`config.mk`:
```
export PLATFORM = sky130hd
export DESIGN_NAME = idex_hazard_stage
export DESIGN_NICKNAME = d
export VERILOG_FILES = /design/src/rtl/idex_hazard_stage_pkg.sv /design/src/rtl/idex_hazard_stage_load_use_detect.sv /design/src/rtl/idex_hazard_stage.sv
export SDC_FILE = /design/constraint.sdc
export NUM_CORES = 1
export LEC_CHECK = 0
export ABC_AREA = 1
export ABC_CLOCK_PERIOD_IN_PS = 1900
export CORE_UTILIZATION = 25
export CTS_BUF_LIST = sky130_fd_sc_hd__clkbuf_8
export DETAILED_ROUTE_END_ITERATION = 10
export PLACE_DENSITY = 0.6
export SYNTH_ARGS = -nofsm -noshare
export SYNTH_HDL_FRONTEND = slang
export SYNTH_SLANG_ARGS = --single-unit
```
`constraint.sdc`:
```
create_clock -name clk -period 1.9 [get_ports clk]
set_input_delay 0.38 -clock clk [delete_from_list [all_inputs] [get_ports clk]]
set_output_delay 0.38 -clock clk [all_outputs]
set_load 0.1 [all_outputs]
```
`src/rtl/idex_hazard_stage_pkg.sv`:
```
// Shared types and constants for the ID/EX hazard stage.
// Holds the registered-field struct and its bubble value.
package idex_hazard_stage_pkg;

  localparam int unsigned CTRL_W_DEF = 16;
  localparam int unsigned REG_IDX_W  = 5;
  localparam int unsigned XLEN       = 32;

  // The control bundle width is a per-instance parameter, so it lives beside
  // this struct in the stage rather than inside it.
  typedef struct packed {
    logic                 valid;
    logic [XLEN-1:0]      pc;
    logic [REG_IDX_W-1:0] rs1;
    logic [REG_IDX_W-1:0] rs2;
    logic [REG_IDX_W-1:0] rd;
    logic [XLEN-1:0]      rs1_data;
    logic [XLEN-1:0]      rs2_data;
    logic [XLEN-1:0]      imm;
    logic                 mem_read;
    logic                 reg_write;
  } idex_t;

  localparam idex_t IDEX_BUBBLE = '0;

  typedef enum logic [1:0] {
    SEL_LOAD   = 2'd0,
    SEL_HOLD   = 2'd1,
    SEL_BUBBLE = 2'd2
  } idex_sel_e;

endpackage

```
`src/rtl/idex_hazard_stage_load_use_detect.sv`:
```
// Combinational load-use hazard detector: ID source operand matches a load
// destination currently in EX.
import idex_hazard_stage_pkg::*;

module load_use_detect (
  input  logic                 id_valid,
  input  logic [REG_IDX_W-1:0] id_rs1,
  input  logic [REG_IDX_W-1:0] id_rs2,
  input  logic                 id_uses_rs1,
  input  logic                 id_uses_rs2,
  input  logic                 ex_valid,
  input  logic                 ex_mem_read,
  input  logic [REG_IDX_W-1:0] ex_rd,
  output logic                 hazard
);

  logic rs1_hit;
  logic rs2_hit;

  always_comb begin
    rs1_hit = id_uses_rs1 && (id_rs1 == ex_rd);
    rs2_hit = id_uses_rs2 && (id_rs2 == ex_rd);
    hazard  = id_valid && ex_valid && ex_mem_read && (ex_rd != '0) && (rs1_hit || rs2_hit);
  end

endmodule

```
`src/rtl/idex_hazard_stage.sv`:
```
// ID/EX pipeline register with load-use bubble insertion and WB write-through
// bypass. Optional hazard statistics counters under HAZARD_STATS_EN.
import idex_hazard_stage_pkg::*;

module idex_hazard_stage #(
  parameter int unsigned CTRL_W = CTRL_W_DEF
) (
  input  logic                 clk,
  input  logic                 rst_n,
  input  logic                 id_valid,
  input  logic [XLEN-1:0]      id_pc,
  input  logic [REG_IDX_W-1:0] id_rs1,
  input  logic [REG_IDX_W-1:0] id_rs2,
  input  logic [REG_IDX_W-1:0] id_rd,
  input  logic                 id_uses_rs1,
  input  logic                 id_uses_rs2,
  input  logic [XLEN-1:0]      id_rs1_data,
  input  logic [XLEN-1:0]      id_rs2_data,
  input  logic [XLEN-1:0]      id_imm,
  input  logic [CTRL_W-1:0]    id_ctrl,
  input  logic                 id_memRead,
  input  logic                 id_regWrite,
  input  logic                 wb_regWrite,
  input  logic [REG_IDX_W-1:0] wb_rd,
  input  logic [XLEN-1:0]      wb_data,
  input  logic                 ex_flush,
  input  logic                 ex_stall,
  output logic                 ex_valid,
  output logic [XLEN-1:0]      ex_pc,
  output logic [REG_IDX_W-1:0] ex_rs1,
  output logic [REG_IDX_W-1:0] ex_rs2,
  output logic [REG_IDX_W-1:0] ex_rd,
  output logic [XLEN-1:0]      ex_rs1_data,
  output logic [XLEN-1:0]      ex_rs2_data,
  output logic [XLEN-1:0]      ex_imm,
  output logic [CTRL_W-1:0]    ex_ctrl,
  output logic                 ex_memRead,
  output logic                 ex_regWrite,
  output logic                 pc_stall,
  output logic                 ifid_stall,
  output logic                 load_use_stall
`ifdef HAZARD_STATS_EN
  ,
  output logic [31:0]          stall_count,
  output logic [31:0]          flush_count
`endif
);

  idex_t       q;
  idex_t       id_fields;
  logic [CTRL_W-1:0] ctrl_q;
  logic        hazard;
  idex_sel_e   sel;

  load_use_detect u_detect (
    .id_valid    (id_valid),
    .id_rs1      (id_rs1),
    .id_rs2      (id_rs2),
    .id_uses_rs1 (id_uses_rs1),
    .id_uses_rs2 (id_uses_rs2),
    .ex_valid    (q.valid),
    .ex_mem_read (q.mem_read),
    .ex_rd       (q.rd),
    .hazard      (hazard)
  );

  always_comb begin
    id_fields           = IDEX_BUBBLE;
    id_fields.valid     = id_valid;
    id_fields.pc        = id_pc;
    id_fields.rs1       = id_rs1;
    id_fields.rs2       = id_rs2;
    id_fields.rd        = id_rd;
    id_fields.imm       = id_imm;
    id_fields.mem_read  = id_memRead;
    id_fields.reg_write = id_regWrite;
    id_fields.rs1_data  = (wb_regWrite && (wb_rd != '0) && (wb_rd == id_rs1)) ? wb_data : id_rs1_data;
    id_fields.rs2_data  = (wb_regWrite && (wb_rd != '0) && (wb_rd == id_rs2)) ? wb_data : id_rs2_data;
  end

  // Flush outranks stall so a redirect is never held off by a busy memory.
  always_comb begin
    sel = SEL_LOAD;
    if (ex_flush)      sel = SEL_BUBBLE;
    else if (ex_stall) sel = SEL_HOLD;
    else if (hazard)   sel = SEL_BUBBLE;
  end

  always_ff @(posedge clk or negedge rst_n) begin
    if (!rst_n) begin
      q      <= IDEX_BUBBLE;
      ctrl_q <= '0;
    end else begin
      case (sel)
        SEL_BUBBLE: begin
          q      <= IDEX_BUBBLE;
          ctrl_q <= '0;
        end
        SEL_HOLD: begin
        end
        default: begin
          q      <= id_fields;
          ctrl_q <= id_ctrl;
        end
      endcase
    end
  end

  always_comb begin
    pc_stall       = !ex_flush && (ex_stall || hazard);
    ifid_stall     = pc_stall;
    load_use_stall = hazard && !ex_flush && !ex_stall;
  end

  assign ex_valid    = q.valid;
  assign ex_pc       = q.pc;
  assign ex_rs1      = q.rs1;
  assign ex_rs2      = q.rs2;
  assign ex_rd       = q.rd;
  assign ex_rs1_data = q.rs1_data;
  assign ex_rs2_data = q.rs2_data;
  assign ex_imm      = q.imm;
  assign ex_ctrl     = ctrl_q;
  assign ex_memRead  = q.mem_read;
  assign ex_regWrite = q.reg_write;

`ifdef HAZARD_STATS_EN
  always_ff @(posedge clk or negedge rst_n) begin
    if (!rst_n) begin
      stall_count <= '0;
      flush_count <= '0;
    end else begin
      if (load_use_stall && (stall_count != '1)) stall_count <= stall_count + 32'd1;
      if (ex_flush && q.valid && (flush_count != '1)) flush_count <= flush_count + 32'd1;
    end
  end
`endif

endmodule

```
==> impl_metrics.ini <==
[run_status]
outcome = finished, violations left
violations = negative setup slack

[detailed_routing]
drtIter0Drc = 444
post_drt_wl_per_cell_um = 16.66
antenna_left = 0
drtPass1Iterations = 5
totalWireLength_mm = 30.44
via_per_inst = 4.594
drcViolationCount = 0
vias = 8394

[setup_path]
cp_slowest_stage_delay_ps = 540
cpLargestDelayFamily = buffers and inverters
crit_fanout = 4
required_ps = 1520
worstSetupPathType = in2out
cpMostUsedCell = nand2_1
critPathBufInv = 3
critPathCaptureType = primary output
arrival_ps = 1930
path_cells = clkdlybuf4s50_1 > inv_1 > nand2_1 > nand2_1 > nor2_1 > nand3_1 > nand2_2 > nand2_4 > o21ai_4 > buf_12
cpMaxStageDelayCell = clkdlybuf4s50_1
critPathLaunchType = primary input

[timing]
clock.fmax_ghz = 0.4335
period_needed_ps = 2307
max_slew_margin_pct = 65.29
post-route-period-util_pct = 121.4
setup_viol_count_final = 3
rsz0062_at_grt = true
report.final.slew_viol_count = 0
hold_violations = 0
finalWorstSetupSlack_ps = -407.0
worstMarginPinSlew_ps = 520.7
clock_skew_ps = 24.54

[pwr]
p_per_area_nw_per_um2 = 788.6
p_sw_mw = 4.214
comb_power_share_pct = 35.3
switching_share_pct = 40.67
power_leakage_nw = 6.405
internal-power_mw = 6.148
pwr-share-clk_pct = 27.6
seq_power_share_pct = 37.0
ir_drop_v = 0.0004208

[placement]
gp_congestion = 0.9197
post-place-cells = 1790
hpwl_mm = 22.08
post_dp_cell_area_um2 = 12640
place.port_buffers = 370

[global_route]
grt_overflow = 0
grt_max_degree = 64
grt_pass1_wl_mm = 48.09
grtUsageTotal_pct = 18.67
antenna_found_initial = 1
grt_pass1_vias = 8424

[synthesis]
yosysWarnings = 0
syn-instance-count = 1037
synth_area_um2 = 7945
synthDistinctLibCells = 22
avgSynthCellArea_um2 = 7.662
seq_area_frac_synth_pct = 51.02
synth_seq_cells = 162
synth_fp_nets = 1243

[cells_and_area]
syn_to_final_growth_pct = 65.39
fin_nets = 1623
finalNonFillerCells = 1827
drive_gt1_share_pct = 20.70
postLayoutCellArea_um2 = 13140
utilization_pct = 42.51

[floorplanning]
core_um2 = 30910
initial_core_util_pct = 25.70
die_y_um = 180.3
die_w_um = 180.3
io_pins = 371
rows = 64
die-area_um2 = 32500

[cts]
cts.sink_count = 162
clockRootBuffer = clkbuf_8
cts_tree = yes
clk_pin_slew_ps = 90
clockBufferDepth = 2
cts-htree-levels = 4
cts_buffers = 17
insertion_delay_ps = 460

[run]
cap_violations = 0

[worst_hold_path]
hold_path_class = in2reg
-- Yosys cell counts --
master,number,area share [%]
buf_6,6,0.85
nand3_2,1,0.13
nor3_4,1,0.20
buf_4,7,0.66
inv_1,109,5.1
dfrtp_1,162,51
nor2_4,2,0.28
o22ai_1,6,0.47
nand3_1,101,6.4
inv_2,9,0.43
buf_1,2,0.095
xor2_1,4,0.44
xnor2_1,3,0.33
clkbuf_1,29,1.4
nand4_1,33,2.6
nor2_2,1,0.079
o21ai_0,81,5.1
nand2_1,357,17
nand2_2,3,0.24
buf_2,28,1.8
o21ai_1,77,4.9
nor2_1,15,0.71
-- cell type report --
class | count | area, um^2
antenna | 1 | 2.502
timing repair buffer | 433 | 4561
inverter | 118 | 450.4
sequential | 162 | 4075
clock buffer | 17 | 234.0
fill | 3141 | 17770
tap | 396 | 495.5
clock inverter | 15 | 192.7
multi-input combinational | 685 | 3129
-- layer usage --
| metal | vias up | part of all wire [%] | track usage (%) |
|---|---|---|---|
| met1 | 4003 | 43 | 23.72 |
| li1 | 4051 | - | - |
| met3 | 45 | 5.7 | 3.698 |
| met5 | - | 0 | 0 |
| met4 | 0 | 2.8 | 7.214 |
| met2 | 295 | 48 | 31.15 |
-- cell families (layout without fill, tap and decap cells) --
family	count (synthesis)	count (layout)	share of synthesized area, %
buffers and inverters	190	583	10.31
DFF	162	162	51.02
xor gates and xnor gates	7	7	0.7717
and+or+nand+nor	514	514	27.46
other	0	1	0
AOI/OAI and AO/OA	164	164	10.43
-- path summary, 6_finish.rpt --
kind / start / endpoint / slack, ps / cells past startpoint
hold reg to reg: ex_ctrl[2] / ex_ctrl[2] / 490 / 2
setup / recovery: id_rs1[3] / pc_stall / -410 / 10
max in group asynchronous: rst_n / ex_ctrl[9] / 770 / 3
setup reg to reg: ex_rd[0] / ex_rs1_data[13] / 80 / 9
hold / removal: id_rs1[1] / ex_rs1[1] / 310 / 3
min in group asynchronous: rst_n / ex_rs2_data[31] / 440 / 2
-- cells in the final DEF, fill, tap and decap left out, types with 13 or more instances in the layout --
cell type / count
nand2_1: 348
clkdlybuf4s50_1: 202
buf_4: 164
dfrtp_1: 155
inv_1: 110
nand3_1: 101
o21ai_0: 80
o21ai_1: 76
buf_12: 63
nand4_1: 33
clkbuf_8: 17
nor2_1: 13
-- worst register-to-register path, stage by stage, from the launching register on --
cell and delay (ps):
dfrtp_4 520, inv_4 80, nor2_1 40, nor2_1 110, nand3_1 100, nand2_2 130
nand3_1 160, nand2_2 200, buf_12 230, o21ai_1 120
-- state kept, by name (all words and copies together) (netlist names) --
register     count
ex_rs1           5
ex_rs1_data     32
ex_ctrl         16
ex_valid         1
ex_pc           32
ex_rs2_data     32
ex_rd            5
ex_rs2           5
ex_memRead       1
ex_imm          32
ex_regWrite      1
-- power groups by stage --
stage | clock [mW] | sequential [mW] | combinational (mW)
final | 2.86 | 3.84 | 3.66
after global routing | 3.10 | 3.87 | 3.82
after CTS | 2.97 | 3.84 | 3.68
after detailed placement | 0 | 3.90 | 3.67
after global placement | 0 | 3.90 | 3.65
after floorplan | 0 | 5.50 | 0.601
-- timing repair --
item                       4_1_cts  5_1_grt
hold buffers                     1        0
pin swaps                        9        5
setup buffers                    2        1
setup endpoints to repair        5       55
hold endpoints to repair        38        0
resized for setup                4        9
-- per-stage QoR --
step | TNS (ps) | setup slack [ps] | power [mW] | hold WS (ps)
CTS | -1319 | -442.1 | 10.49 | 429.2
floorplan | -797.3 | -457.3 | 6.099 | 84.41
detailed placement | -55480 | -502.8 | 7.570 | 375.6
global route | -1756 | -505.2 | 10.79 | 306.8
finish | -1214 | -407.0 | 10.36 | 312.4
global placement | -54340 | -505.2 | 7.554 | 369.6
Note: power is estimated with default switching activity, not from simulation.
==> patch: new RTL, same flow settings <==
Set the package constant `CTRL_W_DEF` to 18 (it was 16).
--- a/src/rtl/idex_hazard_stage_pkg.sv
+++ b/src/rtl/idex_hazard_stage_pkg.sv
@@ -4,3 +4,3 @@
 
-  localparam int unsigned CTRL_W_DEF = 16;
+  localparam int unsigned CTRL_W_DEF = 18;
   localparam int unsigned REG_IDX_W  = 5;
Interface: changed (resized ex_ctrl and id_ctrl); port bits go from 371 to 375. The function was not compared with the original's and may differ.
==> patch against the unedited design <==
The run still ends with setup timing left. Total power fell by 2.3%. Global-route usage fell by 0.34 points. Largest cell class unchanged. Setup slack got worse by 0.0058 ns. Sequential cell count grew 2. Area after synthesis up 0.83%. Wire length shrank 1.7%. Critical path depth fell by 1. Cell area rose by 0.70%. Synthesized cell count increased by 0.87%.
==> patch: results (changes against the unedited design) <==
- Post_cts resized: 3 (was 4)
- Worst path max stage delay: 0.47 ns (was 0.54 ns)
- Filler cells: 3171 (was 3141)
- Most frequent cells after synthesis: 361 x nand2_1, 164 x dfrtp_1, 112 x inv_1, 101 x nand3_1, 96 x o21ai_0 (was 357 x nand2_1, 162 x dfrtp_1, 109 x inv_1, 101 x nand3_1, 81 x o21ai_0)
- Place WS: -0.473 ns (was -0.503 ns)
- Setup TNS: -1.24 ns (was -1.21 ns)
- HPWL after detailed placement: 21600 um (was 22100 um)
- Leakage: 6.44 nW (was 6.40 nW)
- Clock Skews: 0.0133 ns (was 0.0245 ns)
- H-tree depth: 4 (unchanged)
- Gate power share: 36.5% (was 35.3%)
- DP Area: 0.0128 mm^2 (was 0.0126 mm^2)
- Non-CTS buffers: 435 (was 433)
- Syn_nets: 1254 (was 1243)
- Port Buffer Count: 374 (was 370)
- Multi-input logic area: 0.00315 mm^2 (was 0.00313 mm^2)
- Average size of a mapped cell: 7.66 um^2 (about the same)
- Largest net degree at the start of global routing: 85 (was 64)
- TritonRoute pass-1 iters: 4 (was 5)
- Layout Cells excl Fill: 1840 (was 1827)
- #MultiIn Comb: 691 (was 685)
- Register area: 0.00413 mm^2 (was 0.00408 mm^2)
- Switching Fraction: 40.5% (was 40.7%)
- Sequential area share after synthesis: 51.2% (was 51.0%)
- CP delay by family, top: simple AND/OR/NAND/NOR gates (was buffers and inverters)
- Slowest-stage cell, CP: dfrtp_4 (was clkdlybuf4s50_1)
- DRT iter0 DRCs: 505 (was 444)
- #FFs+latches synth: 164 (was 162)
- Reg2reg start: ex_rd[1] (was ex_rd[0])
- Failing checks: setup timing (unchanged)
- R2R Setup Slk: -0.01 ns (was 0.08 ns)
- Nets: 1635 (was 1623)
- VDD IR max: 347 uV (was 421 uV)
- Final Worst Setup Slack: -0.413 ns (was -0.407 ns)
- Run status: finished, violations left (unchanged)
- Final setup fails: 5 (was 3)
- Ant. Diodes: 0 (was 1)
- Worst Max-Slew Pin Slew: 0.504 ns (was 0.521 ns)
- Clkbuf count: 21 (was 17)
- Clk tree area frac: 2.80% (was 3.25%)
- Critical path arrival: 1.93 ns (about the same)
- Synth unique cells: 23 (was 22)
- Ranking of synthesized cells by area: dfrtp_1 51%, nand2_1 17%, nand3_1 6.3% (was dfrtp_1 51%, nand2_1 17%, nand3_1 6.4%)
- Non-clock buffering overhead: 35.0% (was 34.7%)
- Vias in the first global route: 8233 (was 8424)
- First-pass GRT wire length: 47200 um (was 48100 um)
- Final wirelength: 29900 um (was 30400 um)
- WHS: 0.422 ns (was 0.312 ns)
- Fraction of area in multi-input gates: 23.8% (about the same)
- Initial antenna violation count: 0 (was 1)
- HP Class: in -> async (was in -> reg)
- Share of cells above drive strength 1: 20.2% (was 20.7%)
- Gpl congestion: 0.891 (was 0.920)
- P_seq: 3.89 mW (was 3.84 mW)
- Tot GR Track Use: 18.3% (was 18.7%)
- Vias/cell: 4.53 (was 4.59)
==> patch: worst paths after layout <==
path,to,cells after the start
hold / removal,ex_rs1_data[7],2
max in group asynchronous,ex_imm[2],3
setup / recovery,pc_stall,9
setup reg to reg,ex_imm[19],11
min in group clk,ex_rd[0],3
hold reg to reg,ex_pc[22],2
==> patch: routing by layer <==
layer  GRT usage (%)  vias to the layer above  share of wire [%]
li1                -                     4082                  -
met4            6.54                        0                2.4
met5               0                        -                  0
met1            24.4                     3919                 44
met3            3.75                       34                6.5
met2            29.5                      299                 48
==> patch: cell families (layout without fill, tap and decap cells) <==
group | Yosys count | in the layout | share of synthesized area (%)
AO/OA/AOI/OAI | 166 | 166 | 10.5
flip-flops | 164 | 164 | 51.2
buffers and inverters | 191 | 583 | 10.0
XOR/XNOR | 7 | 7 | 0.765
AND/OR/NAND/NOR | 518 | 518 | 27.5
